## config.mk

```make
export PLATFORM = sky130hd
export DESIGN_NAME = tap_delay_line
export DESIGN_NICKNAME = d
export VERILOG_FILES = /design/src/rtl/fir_pkg.sv /design/src/rtl/dly_stage_en.sv /design/src/rtl/tap_delay_line.sv
export SDC_FILE = /design/constraint.sdc
export NUM_CORES = 1
export LEC_CHECK = 0
export ABC_AREA = 1
export CAP_MARGIN = 40
export CORE_MARGIN = 8
export CORE_UTILIZATION = 45
export CTS_BUF_LIST = sky130_fd_sc_hd__clkbuf_2 sky130_fd_sc_hd__clkbuf_4 sky130_fd_sc_hd__clkbuf_8
export DETAILED_ROUTE_END_ITERATION = 8
export PLACE_DENSITY_LB_ADDON = 0.1
export SETUP_SLACK_MARGIN = 0.4
export SLEW_MARGIN = 20
export SYNTH_ARGS = -nofsm -noshare
export SYNTH_HDL_FRONTEND = slang
export SYNTH_SLANG_ARGS = --single-unit
```

## constraint.sdc

```tcl
create_clock -name clk -period 2 [get_ports clk]
set_input_delay 0.4 -clock clk [delete_from_list [all_inputs] [get_ports clk]]
set_output_delay 0.4 -clock clk [all_outputs]
set_load 0.01 [all_outputs]
```

## src/rtl/fir_pkg.sv

```systemverilog
// Shared constants and types for the FIR datapath blocks.
package fir_pkg;

    localparam int DEF_N    = 16;
    localparam int DEF_TAPS = 8;

    typedef enum logic [1:0] {
        EMPTY,
        FILLING,
        PRIMED
    } fill_state_t;

endpackage

```

## src/rtl/dly_stage_en.sv

```systemverilog
// Single N-bit delay register with async active-low reset, sync clear and enable.
module dly_stage_en
    import fir_pkg::*;
#(
    parameter int N = DEF_N
) (
    input  logic         clk,
    input  logic         reset,
    input  logic         clr,
    input  logic         en,
    input  logic [N-1:0] d,
    output logic [N-1:0] q
);

    always_ff @(posedge clk or negedge reset) begin
        if (!reset) begin
            q <= '0;
        end else if (clr) begin
            q <= '0;
        end else if (en) begin
            q <= d;
        end
    end

endmodule

```

## src/rtl/tap_delay_line.sv

```systemverilog
// Valid-gated tapped delay line exposing every stage, with fill tracking for the MAC.
module tap_delay_line
    import fir_pkg::*;
#(
    parameter  int N     = DEF_N,
    parameter  int TAPS  = DEF_TAPS,
    localparam int CNT_W = $clog2(TAPS + 1)
) (
    input  logic              clk,
    input  logic              reset,
    input  logic              flush,
    input  logic              in_valid,
    input  logic [N-1:0]      data_in,
    output logic [TAPS*N-1:0] taps_out,
    output logic              out_valid,
    output logic              primed,
    output logic [CNT_W-1:0]  fill_count
);

    logic              accept;
    logic [N-1:0]      stage [TAPS];
    fill_state_t       state, state_next;
    logic [CNT_W-1:0]  count_next;

    // Flush dominates a coincident sample, so that sample is dropped.
    assign accept = in_valid & ~flush;

    for (genvar k = 0; k < TAPS; k++) begin : g_stage
        dly_stage_en #(.N(N)) u_stage (
            .clk   (clk),
            .reset (reset),
            .clr   (flush),
            .en    (accept),
            .d     ((k == 0) ? data_in : stage[(k == 0) ? 0 : k - 1]),
            .q     (stage[k])
        );
        assign taps_out[k*N +: N] = stage[k];
    end

    always_comb begin
        state_next = state;
        count_next = fill_count;
        if (flush) begin
            state_next = EMPTY;
            count_next = '0;
        end else if (in_valid) begin
            if (fill_count != CNT_W'(TAPS)) begin
                count_next = fill_count + 1'b1;
            end
            case (state)
                EMPTY:   state_next = FILLING;
                FILLING: if (fill_count == CNT_W'(TAPS - 1)) state_next = PRIMED;
                default: state_next = state;
            endcase
        end
    end

    always_ff @(posedge clk or negedge reset) begin
        if (!reset) begin
            state      <= EMPTY;
            fill_count <= '0;
            out_valid  <= 1'b0;
        end else begin
            state      <= state_next;
            fill_count <= count_next;
            out_valid  <= accept;
        end
    end

    assign primed = (state == PRIMED);

endmodule

```

* Yosys cells after proc, flatten, opt, wreduce, memory -nomap -nowiden
Index checks and enable logic that the tools add are counted.
** Storage, ports and cells
- Register bits after elaboration :: 135
- Bits of input ports :: 20
- Output and inout port bits :: 134
- Word-level logic and storage cells :: 49
** Operators by class
- Add/sub/neg operators :: 1
- Eq/ne operators :: 5
- Mux-type cells :: 23
- Bitwise logic cells :: 2
- Reductions and logical operators :: 7
** Operator list (count)
- $mux 16 :: 16
- $mux 4 :: 3
- $mux 2 :: 3
- $reduce_bool 2->1 :: 3
- $add 4x1->4 const B :: 1
- $eq 4x3->1 const B :: 1
- $ne 4x4->1 const B :: 1
- $pmux 2 s2 :: 1
- $ne 3x3->1 const B :: 1
- $reduce_and 3->1 :: 1
- $reduce_bool 3->1 :: 1
- $eq 2x1->1 const B :: 1
- $eq 2x2->1 const B :: 1
- $logic_not 2->1 :: 1
- $reduce_and 2->1 :: 1
- $and 1x1->1 :: 1
- $not 1->1 :: 1

* Depth between registers and ports, before layout
- Depth after elaboration :: 5
- Gate-level depth with buffers :: 6

* Cells and area by module
A second synthesis with hierarchy kept.
** Second synthesis, totals
- Cells, all modules :: 609
- Area total of the unflattened synthesis :: 5577.8 µm²
** Modules (own cells, without submodules)
- dly_stage_en :: times used 8, cells an instance 70, area each 648.1 µm², seq. area each 400.4 µm²
- tap_delay_line :: times used 1, cells an instance 49, area each 392.9 µm², seq. area each 175.2 µm²

* Worst setup path after synthesis
Ideal clock, no wire load.
- Path type :: register -> register
- Start :: reg fill_count[0]
- End :: reg fill_count[2]
- Setup time :: 0.121 ns
- Arrival time :: 1.061 ns
- Required time :: 1.879 ns
- Slack :: 0.818 ns
- Cell stages (with the launch flop) :: 5
- Buffers on the path :: 0
- Clock period less this slack :: 1.182 ns
- Path through :: dfrtp_1 -> ha_1 -> or2_2 -> nand3_1 -> o21ai_1
** Between the ends
- Cells in the longest elaborated chain, start to end :: 4
- Elaborated cells between the ends (all ways) :: 7
** RTL lines
- start, declared :: RTL line tap_delay_line.sv:17 : output logic [CNT_W-1:0] fill_count
- start signal, assigned :: RTL line tap_delay_line.sv:65 : fill_count <= count_next;
- $add 4x1->4 :: RTL line tap_delay_line.sv:48 : count_next = fill_count + 1'b1;
- $mux 4 :: RTL line tap_delay_line.sv:47 : if (fill_count != CNT_W'(TAPS)) begin
- $mux 4 :: RTL line tap_delay_line.sv:46 : end else if (in_valid) begin
- $mux 4 :: RTL line tap_delay_line.sv:43 : if (flush) begin
Several ways; a longest one is shown, not always the timed one. The select of a mux whose other input is x is not followed.
A chain may end at the register's enable or synchronous reset.

* Final worst setup path
- Start :: reg g_stage[2].u_stage.q[14]
- End :: out taps_out[46]
** RTL lines
- start, declared :: RTL line dly_stage_en.sv:12 : output logic [N-1:0] q
- start signal, assigned :: RTL line dly_stage_en.sv:17 : q <= '0;
- start signal, assigned :: RTL line dly_stage_en.sv:19 : q <= '0;
- start signal, assigned :: RTL line dly_stage_en.sv:21 : q <= d;
- end, declared :: RTL line tap_delay_line.sv:14 : output logic [TAPS*N-1:0] taps_out,
No word-level cell between the ends.

==> impl_metrics.ini <==
[outcome]
status = finished clean

[sta]
maxSlewViolCount = 0
final_hold_viol_count = 0
period_share_pct = 77.9
setup_tns_ps = 0
timing.fmax_ghz = 0.642
worst_pin_slew_ps = 567
relSlewSlack_pct = 62.2
setup_violations = 0
post-route-min-period_ps = 1560
rsz0062_at_grt = no
fin_skew_ps = 8.93

[floorplan]
die_h_um = 128
io_pins = 154
dieArea_um2 = 16400
initial_core_util_pct = 45.3
fp-row-count = 41
dieWidth_um = 128
core-area_um2 = 12500

[finish]
antennaDiodeCount = 0
fillers = 1100
drive_gt1_share_pct = 22.1
multi_input_area_um2 = 1600
layout_common_cells = dlygate4sd2_1, dfrtp_1, inv_1, o22ai_2, o21ai_0
area_growth_syn_to_layout_pct = 36.3
layout_commonest_cell = dlygate4sd2_1
final_nets = 664
seqCellArea_um2 = 3380

[clocking]
clock-sinks = 135
clock_path_buffers = 2
cts_tree = built
clk_latency_ps = 450
htree_levels = 4
clock-root-buffer = clkbuf_8
clk_pin_slew_worst_paths_ps = 70
cts_buffers = 17

[global_routing]
grt-ovfl-total = 0
grt_usage_pct = 16.9
antenna_found_initial = 0
grt_max_degree = 62
grt_pass1_wl_mm = 21.6
grt_pass1_vias = 4207

[routing]
wl_per_cell_um = 16.1
drt_iter0_drc = 286
vias = 3972
wirelength_mm = 13.3
routed_via_density = 4.80
ant_nets = 0
drc = 0
firstDrtPassIters = 4

[yosys]
ys_warn_count = 0
synth-seq-cells = 135
synth_mux_area_share_pct = 0
synthSimpleGateAreaFrac_pct = 4.78
synth_fa_ha_area_share_pct = 0.443
synthXorXnorAreaFrac_pct = 0
syn_nets = 500
syn_area_per_cell_um2 = 11.8
ys_seq_area_share_pct = 59.8
synth_top_family_by_area = compound AO/OA/AOI/OAI gates
synth_area_um2 = 5650
synthCells = 478
synth_compound_area_share_pct = 22.8
synth_cell_types = 19

[worst_setup_path]
cp_slowest_cell = dfrtp_1
r2r-start = fill_count[0]
cp.arrival_ps = 1160
crit_chain = dlygate4sd2_1
r2r_slack_ps = 680
critical_path_class = reg2out
critPathTopFamily = flip-flops
setup.worst_path.start_class = register
path_max_fanout = 2
slowest_delay_ps = 410
cp.required_ps = 1600
path_buf_inv = 1
endpoint_kind = primary output
crit_start = g_stage[2].u_stage.q[14]

[power_and_ir_drop]
ir_drop_mv = 0.470
p_per_area_nw_per_um2 = 733
p_leak_nw = 3.76
finalPower_mw = 5.64

[placement]
place.gp.congestion = 0.734
place_hpwl_mm = 9.45
io_buffers = 153

[job]
drv_cap = 0

[hold_path]
hold_path.class = in2async
==> cells in the mapped netlist <==
cell type | instances | share of area (%)
buf_2 | 8 | 0.71
buf_6 | 17 | 3.4
clkbuf_1 | 4 | 0.27
dfrtp_1 | 135 | 60
ha_1 | 2 | 0.44
inv_1 | 116 | 7.7
inv_2 | 3 | 0.20
nand2_1 | 27 | 1.8
nand2_2 | 2 | 0.22
nand3_1 | 23 | 2.0
nand3b_1 | 1 | 0.13
nand4_1 | 1 | 0.11
nor2_1 | 4 | 0.27
nor2_2 | 1 | 0.11
o21ai_0 | 35 | 3.1
o21ai_1 | 2 | 0.18
o22ai_1 | 16 | 1.8
o22ai_2 | 80 | 18
or2_2 | 1 | 0.11
==> logic make-up after synthesis <==
logic type,count (synthesis)
buffers and inverters,148
AND/OR/NAND/NOR,60
AO/OA/AOI/OAI,133
adder cells (fa/ha/maj),2
flip-flops,135
==> per-layer routing <==
layer	routed length, um	GRT usage, %
met5	0	0
met4	165	6.64
met2	6400	26.7
met1	5520	19.3
met3	1190	8.28
==> flip-flops by register name (all words and copies together) (netlist names) <==
signal             count
out_valid              1
fill_count             4
state                  2
g_stage.u_stage.q    128
==> metrics by stage <==
| stage | utilization, % | instances | hold slack (ps) | worst slack [ps] | instance area, um2 |
|---|---|---|---|---|---|
| 3_3_place_gp | 59.2 | 789 | 407 | 314 | 7380 |
| 6_report | 61.8 | 827 | 496 | 442 | 7700 |
| 5_1_grt | 61.8 | 827 | 512 | 401 | 7700 |
| 3_5_place_dp | 59.2 | 789 | 412 | 253 | 7380 |
| 4_1_cts | 61.7 | 826 | 481 | 310 | 7700 |
| 2_1_floorplan | - | 478 | 104 | 818 | 5650 |
==> power breakdown <==
| group | switching (mW) | leakage [nW] | internal (mW) | total [mW] |
|---|---|---|---|---|
| sequential | 0.0254 | 1.86 | 2.77 | 2.80 |
| combinational | 0.281 | 1.68 | 0.176 | 0.458 |
| clock | 0.999 | 0.221 | 1.39 | 2.38 |
==> timing repair <==
item,CTS,global route
hold endpoints to repair,56,0
setup buffers,4,1
resized for setup,138,3
hold buffers,1,0
setup endpoints to repair,134,2
==> layout make-up <==
cell class,count,share of cell area (%)
Sequential cell,135,43.9
Timing Repair Buffer,174,21.1
Multi-Input combinational cell,195,20.7
Inverter,119,5.83
Clock buffer,26,4.56
Tap cell,172,2.79
Clock inverter,6,1.10
==> worst paths after layout <==
kind	to	cells past startpoint
setup / recovery	taps_out[46]	1
hold / removal	g_stage[1].u_stage.q[10]	2
setup reg to reg	fill_count[2]	5
hold reg to reg	g_stage[7].u_stage.q[13]	2
max in group asynchronous	g_stage[2].u_stage.q[4]	3
min in group clk	g_stage[7].u_stage.q[13]	2
Power figures use the tool's default switching activity.
